--- config.mk ---
export PLATFORM = sky130hd
export DESIGN_NAME = diff_acc4
export DESIGN_NICKNAME = d
export VERILOG_FILES = /design/src/rtl/diff_acc4.sv
export SDC_FILE = /design/constraint.sdc
export NUM_CORES = 1
export LEC_CHECK = 0
export BUFFER_PORTS_ARGS = -buffer_cell sky130_fd_sc_hd__buf_2
export CORE_MARGIN = 2
export CORE_UTILIZATION = 25
export DETAILED_ROUTE_END_ITERATION = 12
export PLACE_DENSITY = 0.52
export SLEW_MARGIN = 30
export SYNTH_ARGS = -nofsm -noshare
export SYNTH_HDL_FRONTEND = slang
export SYNTH_SLANG_ARGS = --single-unit
export TNS_END_PERCENT = 100
--- constraint.sdc ---
create_clock -name CLK -period 6 [get_ports CLK]
set_input_delay 1.2 -clock CLK [delete_from_list [all_inputs] [get_ports CLK]]
set_output_delay 1.2 -clock CLK [all_outputs]
set_load 0.05 [all_outputs]
--- src/rtl/diff_acc4.sv ---
// diff_acc4: signed running-sum stage for a 4-bit two's complement difference
// stream. Words land in a small FIFO, are popped one per cycle into a
// saturating accumulator, and every new total is offered on O/O_VALID.
//
// Handshakes: a transfer happens on a rising CLK edge where valid and ready
// are both high. I_READY is decoded from registered state only, and O/O_VALID
// hold steady while O_VALID && !O_READY.
module diff_acc4 #(
    parameter int ACC_W = 8,
    parameter int DEPTH = 2
) (
    input  logic             CLK,
    input  logic             RESETN,
    input  logic             CLR,
    input  logic [3:0]       I,
    input  logic             I_VALID,
    output logic             I_READY,
    output logic [ACC_W-1:0] O,
    output logic             O_VALID,
    input  logic             O_READY,
    output logic             SAT
);

    localparam int PTR_W = $clog2(DEPTH);
    localparam logic [PTR_W:0]   CNT_FULL = (PTR_W + 1)'(DEPTH);
    localparam logic [ACC_W-1:0] ACC_MAX  = {1'b0, {(ACC_W - 1){1'b1}}};
    localparam logic [ACC_W-1:0] ACC_MIN  = {1'b1, {(ACC_W - 1){1'b0}}};

    logic [3:0]       mem_q [DEPTH];
    logic [3:0]       mem_d [DEPTH];
    logic [PTR_W-1:0] wr_ptr_q, wr_ptr_d;
    logic [PTR_W-1:0] rd_ptr_q, rd_ptr_d;
    logic [PTR_W:0]   cnt_q, cnt_d;
    logic [ACC_W-1:0] acc_q, acc_d;
    logic [ACC_W-1:0] o_q, o_d;
    logic             o_valid_q, o_valid_d;
    logic             sat_q, sat_d;

    logic             push;
    logic             pop;
    logic [3:0]       entry;
    logic [ACC_W-1:0] base;
    logic [ACC_W:0]   sum;
    logic             clip;
    logic [ACC_W-1:0] acc_new;

    // A full FIFO refuses input even when a pop is happening: no bypass.
    assign I_READY = (cnt_q < CNT_FULL);
    assign O       = o_q;
    assign O_VALID = o_valid_q;
    assign SAT     = sat_q;

    // Transfer qualifiers: pop whenever the output register is free or being drained.
    always_comb begin
        push = I_VALID && I_READY;
        pop  = (cnt_q != '0) && (!o_valid_q || O_READY);
    end

    // FIFO storage, pointers (wrap naturally) and occupancy.
    always_comb begin
        mem_d    = mem_q;
        wr_ptr_d = wr_ptr_q;
        rd_ptr_d = rd_ptr_q;
        cnt_d    = cnt_q;
        if (push) begin
            mem_d[wr_ptr_q] = I;
            wr_ptr_d        = wr_ptr_q + PTR_W'(1);
        end
        if (pop) begin
            rd_ptr_d = rd_ptr_q + PTR_W'(1);
        end
        case ({push, pop})
            2'b10:   cnt_d = cnt_q + (PTR_W + 1)'(1);
            2'b01:   cnt_d = cnt_q - (PTR_W + 1)'(1);
            default: cnt_d = cnt_q;
        endcase
    end

    // Saturating add one bit wider than the accumulator; CLR zeroes the base
    // of a coincident pop, and a clipping pop sets SAT even when CLR clears it.
    always_comb begin
        entry   = mem_q[rd_ptr_q];
        base    = CLR ? '0 : acc_q;
        sum     = {base[ACC_W-1], base} + {{(ACC_W - 3){entry[3]}}, entry};
        clip    = (sum[ACC_W] != sum[ACC_W-1]);
        acc_new = clip ? (sum[ACC_W] ? ACC_MIN : ACC_MAX) : sum[ACC_W-1:0];

        acc_d     = acc_q;
        o_d       = o_q;
        o_valid_d = o_valid_q;
        sat_d     = sat_q;
        if (CLR) begin
            acc_d = '0;
            sat_d = 1'b0;
        end
        if (pop) begin
            acc_d     = acc_new;
            o_d       = acc_new;
            o_valid_d = 1'b1;
            if (clip) begin
                sat_d = 1'b1;
            end
        end else if (o_valid_q && O_READY) begin
            o_valid_d = 1'b0;
        end
    end

    // State registers; reset empties the FIFO and discards buffered words.
    always_ff @(posedge CLK or negedge RESETN) begin
        if (!RESETN) begin
            mem_q     <= '{default: '0};
            wr_ptr_q  <= '0;
            rd_ptr_q  <= '0;
            cnt_q     <= '0;
            acc_q     <= '0;
            o_q       <= '0;
            o_valid_q <= 1'b0;
            sat_q     <= 1'b0;
        end else begin
            mem_q     <= mem_d;
            wr_ptr_q  <= wr_ptr_d;
            rd_ptr_q  <= rd_ptr_d;
            cnt_q     <= cnt_d;
            acc_q     <= acc_d;
            o_q       <= o_d;
            o_valid_q <= o_valid_d;
            sat_q     <= sat_d;
        end
    end

endmodule

==> flow_summary.toml <==
[timing]
maxSlewHeadroom_pct = 53.9
clock_skew_ps = 5.33
hold_violations = 0
finalMaxSlewViolations = 0
worst_pin_slew_ps = 689
setup_viol_count_final = 0
fin_crit_sh_pct = 56.3
fmax_mhz = 296
period_minus_slack_ps = 3380
rsz0062_at_grt = "no"
fin_tns_setup_ps = 0

[logic_synthesis]
synth_edf_count = 0
synth_ff_type = "dfrtp_1"
synth_top_area_share_pct = 40.3
syn_area_um2 = 1860
synth_area_leaders = "dfrtp_1 (40%), mux2_2 (6.6%), ha_1 (6.0%)"
synth.most_common_cell = "dfrtp_1"
syn_inst = 178
ys_seq_elements = 30
yosys.area.top_type = "dfrtp_1"
ys_types = 48
ys_seq_area_share_pct = 40.3
syn_nets = 197
async_reset_ff_share_pct = 100
synth_common_cells = "dfrtp_1 (30), mux2_2 (11), nor2_1 (11)"
avgSynthCellArea_um2 = 10.5
synth_warnings = 0

[critical_path]
crit_required_ps = 6220
end_kind = "register"
r2r-end = "acc_q[1]"
rrSetupSlack_ps = 3180
r2r_cells = 9
startpoint_type = "primary input"
crit_type = "in2reg"
critPathArrivalTime_ps = 3600
r2r-start = "rd_ptr_q"
path_max_fanout = 9

[floorplanning]
rows = 31
die_area_um2 = 8160
die_w_um = 90.4
start_util_pct = 25.7
ios = 20
core_um2 = 7250
chipHeight_um = 90.4

[cells_and_area]
drive_gt1_share_pct = 26.0
multi_input_area_um2 = 1050
antenna_cells = 0
fillers = 771
area_growth_syn_to_layout_pct = 14.5
finalInstanceArea_um2 = 2130
seqCellArea_um2 = 751
final_nets = 218

[clock_tree]
cts.clk_slew.worst_paths_ps = 60
cts_buffers = 5
hold_buffers = 0
root_buffer = "clkbuf_8"
clock_latency_ps = 280
cts_setup_buffers = 0
cts.sink_count = 30
cts_max_level = 2
cts_buffer_depth = 2
cts_resized = 0
cts_tree = "yes"

[hold_path]
min_from = "O[7]"
holdPathEnd = "O[7]"
worstHoldPathCells = 1
hold_class = "reg2reg"

[placed_design]
dpl_cell_area_um2 = 2040
placement.io_buffers = 19
gp_congestion = 0.831
hpwl_um = 3150

[outcome]
outcome = "finished, final reports clean"

[grt]
gr-total-overflow = 0
grt_pass1_wl_um = 7250
first_global_vias = 1514
track_usage_pct = 11.0
grt_max_degree = 31
antenna_found_initial = 0

[detailed_routing]
num_vias = 1439
viasPerCell = 4.81
routedWlPerCell_um = 13.9
drc_errors = 0
wirelength_um = 4160
ant_nets = 0
drtPass1Iterations = 4
drt_iter0_drc = 76

[job]
drv_cap = 0
## flip-flops by register name, indices dropped and copies added, names as in the netlist
register and flops:
wr_ptr_q 1, rd_ptr_q 1, O 8, mem_q 8
O_VALID 1, acc_q 8, cnt_q 2, SAT 1
## worst max-delay path, cell delays in order
cell and delay (ps):
buf_2 160, nor2b_1 160, ha_1 220, inv_1 70, fa_1 390, nand2b_1 200, a211o_1 310, a2111oi_2 400
or2_1 280, o221a_2 220
## placed cells by master (no fill, tap or decap), types with 2 or more instances in the layout
master / count
o21ai_0: 4
nand2b_1: 8
nor2b_1: 7
or2_2: 4
nor3_1: 4
clkbuf_8: 6
ha_1: 9
nand2_1: 10
dfrtp_1: 30
o21ai_1: 2
inv_1: 7
a21oi_1: 6
mux2_2: 11
nand4b_1: 2
xnor2_1: 7
nor3b_1: 2
nand3_1: 2
a221o_1: 3
o311a_1: 4
buf_2: 19
a211oi_1: 2
mux2i_1: 3
a211oi_2: 2
o211ai_1: 3
o221a_2: 2
a31oi_1: 6
nor2_1: 11
o21a_1: 5
## cell families after synthesis
logic type      count (synthesis)  share of synthesized area, %
compound gates                 47                          19.5
xor+xnor                        8                          3.76
fa+ha+maj                      10                          7.11
buf+inv                        12                          3.56
flops                          30                          40.3
mux                            14                          8.26
simple gates                   57                          17.6
## routing by layer
metal  share of wire, %  wire length, um  GRT usage, %  up-vias
li1                   -                -             -      705
met1                 49             2040          14.5      704
met2                 46             1910          17.1       24
met3                3.1              131          2.67        6
met4                1.9               80          4.62        0
met5                  0                0             0        -
## through the flow
stage | setup slack, ps | utilization, % | hold WS [ps] | std cells
2_1_floorplan | 2750 | - | 469 | 178
3_3_place_gp | 2400 | 28.2 | 486 | 291
3_5_place_dp | 2340 | 28.2 | 485 | 291
4_1_cts | 2620 | 29.4 | 503 | 299
5_1_grt | 2450 | 29.4 | 509 | 299
6_report | 2620 | 29.4 | 500 | 299
## final cells by class
class                           count  share of cell area [%]
Multi-Input combinational cell    136                    49.1
Sequential cell                    30                    35.2
Inverter                            7                    1.23
Tap cell                           99                    5.80
Timing Repair Buffer               19                    4.45
Clock buffer                        7                    4.04
Clock inverter                      1                   0.234
## worst max-delay path by stage
stage                     from  endpoint  slack [ps]  depth (start not counted)
after floorplan            CLR      O[1]        2750                         10
after global placement     CLR      O[1]        2400                         10
after detailed placement   CLR  acc_q[1]        2340                         10
after CTS                  CLR  acc_q[1]        2620                         10
after global routing       CLR      O[1]        2450                         10
final                      CLR  acc_q[1]        2620                         10
Power is left out: the tool's default activity adds up to more than one toggle a clock period on the data nets, which glitch-free logic cannot reach.
